<file path="src/rtl/down_timer.sv">
// down_timer: loadable down-counter with optional auto-reload.
// A load of N starts a count in RUN; each enabled edge decrements out.
// Reaching the terminal count produces a one-cycle registered tc pulse and
// either parks in DONE with out=0 or restarts from the stored reload value.
// A load of zero goes straight to DONE with a tc pulse.
module down_timer #(
  parameter int WIDTH = 16
) (
  input  logic             clk,
  input  logic             rst,          // asynchronous, active-low
  input  logic             clr,
  input  logic             load,
  input  logic [WIDTH-1:0] load_val,
  input  logic             en,
  input  logic             auto_reload,
  output logic [WIDTH-1:0] out,
  output logic             busy,
  output logic             done,
  output logic             tc
);

  typedef enum logic [1:0] {
    IDLE = 2'd0,
    RUN  = 2'd1,
    DONE = 2'd2
  } state_t;

  state_t           state_reg;
  logic [WIDTH-1:0] count_reg;
  logic [WIDTH-1:0] reload_reg;
  logic             tc_reg;

  // True on the enabled edge where the count is about to expire.
  logic             at_terminal;
  assign at_terminal = (count_reg == WIDTH'(1));

  // State, count, reload value and tc pulse; priority is clr, load, count.
  always_ff @(posedge clk or negedge rst) begin
    if (!rst) begin
      state_reg  <= IDLE;
      count_reg  <= '0;
      reload_reg <= '0;
      tc_reg     <= 1'b0;
    end else if (clr) begin
      // Clear keeps the reload value; only the running count is dropped.
      state_reg <= IDLE;
      count_reg <= '0;
      tc_reg    <= 1'b0;
    end else if (load) begin
      count_reg  <= load_val;
      reload_reg <= load_val;
      if (load_val != '0) begin
        state_reg <= RUN;
        tc_reg    <= 1'b0;
      end else begin
        // A zero load is an immediate terminal event.
        state_reg <= DONE;
        tc_reg    <= 1'b1;
      end
    end else if ((state_reg == RUN) && en) begin
      if (at_terminal) begin
        tc_reg <= 1'b1;
        if (auto_reload) begin
          // Jump straight to the reload value so out never shows zero.
          count_reg <= reload_reg;
        end else begin
          count_reg <= '0;
          state_reg <= DONE;
        end
      end else begin
        // In RUN the count is always >= 1, so this cannot wrap.
        count_reg <= count_reg - WIDTH'(1);
        tc_reg    <= 1'b0;
      end
    end else begin
      // Paused in RUN, or sitting in IDLE/DONE: hold everything but tc.
      tc_reg <= 1'b0;
    end
  end

  // Status flags decoded straight from the state register.
  assign busy = (state_reg == RUN);
  assign done = (state_reg == DONE);
  assign out  = count_reg;
  assign tc   = tc_reg;

endmodule

</file>
<file path="config.mk">
export PLATFORM = sky130hd
export DESIGN_NAME = down_timer
export DESIGN_NICKNAME = d
export VERILOG_FILES = /design/src/rtl/down_timer.sv
export SDC_FILE = /design/constraint.sdc
export NUM_CORES = 1
export LEC_CHECK = 0
export ABC_CLOCK_PERIOD_IN_PS = 5200
export CORE_MARGIN = 2
export CORE_UTILIZATION = 25
export CTS_CLUSTER_DIAMETER = 120
export DETAILED_ROUTE_END_ITERATION = 6
export MAX_ROUTING_LAYER = met4
export PLACE_DENSITY = 0.54
export SYNTH_ARGS = -nofsm -noshare
export SYNTH_HDL_FRONTEND = slang
export SYNTH_SLANG_ARGS = --single-unit
export TNS_END_PERCENT = 1
</file>
<file path="constraint.sdc">
create_clock -name clk -period 5.2 [get_ports clk]
set_clock_uncertainty 0.05 [all_clocks]
set_input_delay 0.52 -clock clk [delete_from_list [all_inputs] [get_ports clk]]
set_output_delay 0.52 -clock clk [all_outputs]
set_load 0.02 [all_outputs]
</file>
## After elaboration in Yosys (flattened, before gate mapping)

Index checks and enable logic that the tools add are counted.

- Register bits: 35
- Output and inout bits: 19
- Bits of input ports: 22

- Bitwise gates (word level): 1
- Equal/unequal tests: 4
- Reductions and logical operators: 6
- Mux-type cells: 16
- Add/subtract/negate cells: 1

Operator list:

| kind | count |
|---|---|
| two-way mux 16 bit | 5 |
| == test 16 x 1 -> 1 bit (second input constant) | 1 |
| nonzero test 16 bit | 1 |
| subtractor 16 x 1 -> 16 bit (second input constant) | 1 |
| two-way mux 2 bit | 6 |
| nonzero test 3 bit | 2 |
| two-way mux 1 bit | 5 |
| != test 3 bit (second input constant) | 1 |
| AND reduction 3 bit | 1 |
| == test 2 x 1 -> 1 bit (second input constant) | 1 |
| == test 2 bit (second input constant) | 1 |
| AND reduction 2 bit | 1 |
| logical AND 1 bit | 1 |
| NOT 1 bit | 1 |

## Depth between registers and ports, before layout

- Depth after elaboration: 5
- Gate-level depth with buffers: 9
- Gate-level depth less buffers: 7

## Worst setup path after synthesis

OpenSTA, ideal clock, no wires.

- Path type: register -> register
- Start: reg count_reg[1] (netlist: out[1])
- End: reg count_reg[2] (netlist: out[2])
- Cell stages (with the launch flop): 9
- Buffers on the path: 1
- Path slack: 3087 ps
- Data required time: 5073 ps
- Arrival time: 1985 ps
- Path through: dfrtp_1 inv_1 ha_1 nor4b_2 and4_1 buf_2 nor3_1 or4_1 a21oi_1

- Cells in the longest elaborated chain, start to end: 5

Ends and longest elaborated chain:

| what | RTL line | text |
|---|---|---|
| start: declaration | 29 | `logic [WIDTH-1:0] count_reg;` |
| start signal: assignment | 50 | `count_reg <= load_val;` |
| start signal: assignment | 65 | `count_reg <= reload_reg;` |
| start signal: assignment | 72 | `count_reg <= count_reg - WIDTH'(1);` |
| subtractor 16 x 1 -> 16 bit or == test 16 x 1 -> 1 bit (tied branches) | 72, 35 |  |
| two-way mux 16 bit (*) | 61 | `if (at_terminal) begin` |
| two-way mux 16 bit (*) | 60 | `end else if ((state_reg == RUN) && en) begin` |
| two-way mux 16 bit (*) | 49 | `end else if (load) begin` |
| two-way mux 16 bit (*) | 44 | `end else if (clr) begin` |

Every way passes the cells marked *; elsewhere a longest branch is shown, timed or not. The select of a mux whose other input is x is not followed.
A chain may end at the register's enable or synchronous reset.

## Worst setup path in the final report

- Start: in load
- End: reg count_reg[15] (netlist: out[15])

- Cells in the longest elaborated chain, start to end: 2

Ends and longest elaborated chain:

| what | RTL line | text |
|---|---|---|
| start: declaration | 12 | `input logic load,` |
| two-way mux 16 bit | 49 |  |
| two-way mux 16 bit | 44 |  |

Parallel ways exist; a longest one is shown, timed or not.

==> run_results.csv <==
group,metric,value,unit
clock_network,cts_max_level,2,
worst_setup_path,required,5.39,ns
sta,fin_crit_sh,54.0,%
global_route,grt_pass1_vias,1992,
synth,syn_inst,238,
clock_network,post_cts_buffers,0,
clock_network,ctsResizeCount,0,
synth,syn_avg_cell_area,8.67,sq um
placed_design,port_buffers,40,
die,core_area,8090,sq um
synth,synth_nets,262,
finish,antennaDiodeCount,0,
die,die_y,94.8,um
detailed_routing,first_iter_violations,138,
die,dieArea,9000,sq um
status,status,"complete, no violations",
worst_hold_path,min_path_type,"register to register",
synth,ys_ff_latch,35,
die,dieWidth,94.8,um
sta,worst_slack,2.39,ns
detailed_routing,drc,0,
power,p_clk_share,26.9,%
sta,finalCriticalPeriod,2.81,ns
sta,worst_slew_margin_rel,45.4,%
synth,syn_area,2060,sq um
synth,yosysSeqAreaShare,42.4,%
finish,fin_nets,295,
power,power,0.000754,W
die,initial_utilization,25.5,%
finish,drive_gt1_share,6.27,%
die,io_pins,41,
clock_network,clock_path_buffers,2,
synth,synth.largest_area_cell,"dfrtp_1",
global_route,antenna_found_initial,0,
synth,synth_edf_count,0,
sta,hold_viol_final,0,
global_route,overflow,0,
detailed_routing,drtAntennaViolNets,0,
global_route,grt_pass1_wl,10100,um
sta,slew_viol_final,0,
clock_network,clkTransAtPathRegs,0.07,ns
power,peakVddDrop,0.0000795,V
power,leakagePower,1.09,nW
sta,worst_hold_slack,0.433,ns
global_route,grt_max_degree,36,
synth,yosysWarnings,0,
placed_design,dpl_worst_slack,2.13,ns
worst_setup_path,crit_type,"input pin to register",
power,p_switching,0.000252,W
power,p_seq_share,45.0,%
sta,max_freq,356,MHz
detailed_routing,wl_per_cell,16.9,um
detailed_routing,vias,1972,
sta,tns,0,ns
synth,synth_cell_types,54,
detailed_routing,detail_route.vias_per_cell,5.24,
power,intPower,0.000502,W
worst_setup_path,max_stage_delay,0.67,ns
worst_setup_path,arrival,2.99,ns
synth,synth_top_area_share,42.4,%
worst_setup_path,cp-start-kind,"input pin",
clock_network,cts_tree,"done",
placed_design,dp_hpwl,4410,um
finish,instances_no_fill,376,
detailed_routing,routed_wl,6340,um
worst_setup_path,crit_path_end_kind,"register",
clock_network,cts_hold_buffers,0,
sta,worst_pin_slew,0.816,ns
power,switching_share,33.5,%
run,drv_cap,0,
die,row_count,33,
worst_setup_path,path_max_fanout,15,
placed_design,place_inst,369,
sta,rsz0062_at_grt,"false",
clock_network,cts-root-buf,"clkbuf_8",
synth,synthTopCellsByCount,"nand2_1 (61), dfrtp_1 (35), a21oi_1 (13), clkbuf_1 (11)",
power,power_density,289,nW/um^2
placed_design,gp_congestion,0.825,
clock_network,cts_buffers,5,
global_route,track_usage,15.3,%
worst_setup_path,slowest_stage,"clkdlybuf4s50_1",
synth,yosysMostFrequentCell,"nand2_1",
detailed_routing,drt_pass1_iterations,4,
worst_setup_path,worstPathCellList,"clkdlybuf4s50_1 -> or2_2 -> nor2_1 -> a21boi_0 -> a22oi_1 -> o21a_1",
clock_network,cts.sinks,35,
power,combPwrFrac,28.0,%
synth,synthArstFlopShare,100,%
sta,final-setup-viol-count,0,
synth,synthFlopType,"dfrtp_1",
synth,yosys-top-cells-area,"dfrtp_1 (42%), nand2_1 (11%), a21oi_1 (3.2%), nor4_1 (3.0%), clkbuf_1 (2.0%)",
clock_network,insertion_delay,0.29,ns
finish,syn_to_final_growth,26.6,%
[cell type report]
class / count / area [sq um]
Clock buffer: 6 / 82.6
Tap cell: 105 / 131
Fill cell: 854 / 5480
Multi-Input combinational cell: 183 / 1090
Timing Repair Buffer: 42 / 415
Clock inverter: 1 / 5.00
Sequential cell: 35 / 876
Inverter: 4 / 15.0
[worst max-delay path: cells and delay by family]
kind,cells,cell delay (ns)
AND/OR/NAND/NOR,2,1.18
buffers and inverters,1,0.67
AO/OA/AOI/OAI,3,0.62
[worst paths after layout]
check                                    start              to  slack [ns]  cells after the start
worst max register to register          out[1]    state_reg[0]        2.42                      6
max in group asynchronous                  rst          out[5]        4.15                      2
worst min-delay path            reload_reg[10]  reload_reg[10]        0.43                      1
min in group asynchronous                  rst   reload_reg[3]        0.60                      2
worst max-delay path                      load         out[15]        2.39                      6
worst min register to register  reload_reg[10]  reload_reg[10]        0.43                      1
[layout by cell type, fill, tap and decap left out, types with 4 or more instances in the layout]
cell	count
inv_1	4
nor4_1	10
nor2_1	10
clkdlybuf4s50_1	40
xnor2_1	4
dfrtp_1	35
a21oi_1	13
nor2b_1	6
a31oi_1	5
nand2_1	61
o21ai_0	8
a32oi_1	4
nor3_1	5
clkbuf_8	6
[cell families (layout without fill, tap and decap cells)]
| logic type | after synthesis | after routing | synth area share, % |
|---|---|---|---|
| compound gates | 64 | 64 | 22.3 |
| xor+xnor | 4 | 4 | 1.70 |
| fa+ha+maj | 2 | 2 | 1.21 |
| buf+inv | 20 | 53 | 4.85 |
| flops | 35 | 35 | 42.4 |
| simple gates | 113 | 113 | 27.5 |
[through the flow]
stage	utilization, %	instance area, sq um
floorplan	-	2060
global placement	31.2	2520
global route	32.3	2610
finish	32.3	2610
detailed placement	31.2	2520
CTS	32.3	2610
[per-layer routing]
| metal | wire length (um) | vias up | part of all wire, % | global-route usage, % |
|---|---|---|---|---|
| met3 | 363 | 8 | 5.7 | 3.27 |
| met4 | 109 | 0 | 1.7 | 5.43 |
| met2 | 3050 | 58 | 48 | 24.2 |
| li1 | - | 939 | - | - |
| met1 | 2820 | 967 | 44 | 19.4 |
| met5 | 0 | - | 0 | - |
[power by group through the flow]
stage	sequential [W]	combinational, W	clock, W
after floorplan	0.000349	0.000120	0
after global placement	0.000344	0.000210	0
after detailed placement	0.000345	0.000211	0
after CTS	0.000339	0.000212	0.000209
after global routing	0.000344	0.000232	0.000220
final	0.000340	0.000211	0.000203
(Power assumes the default switching activity.)
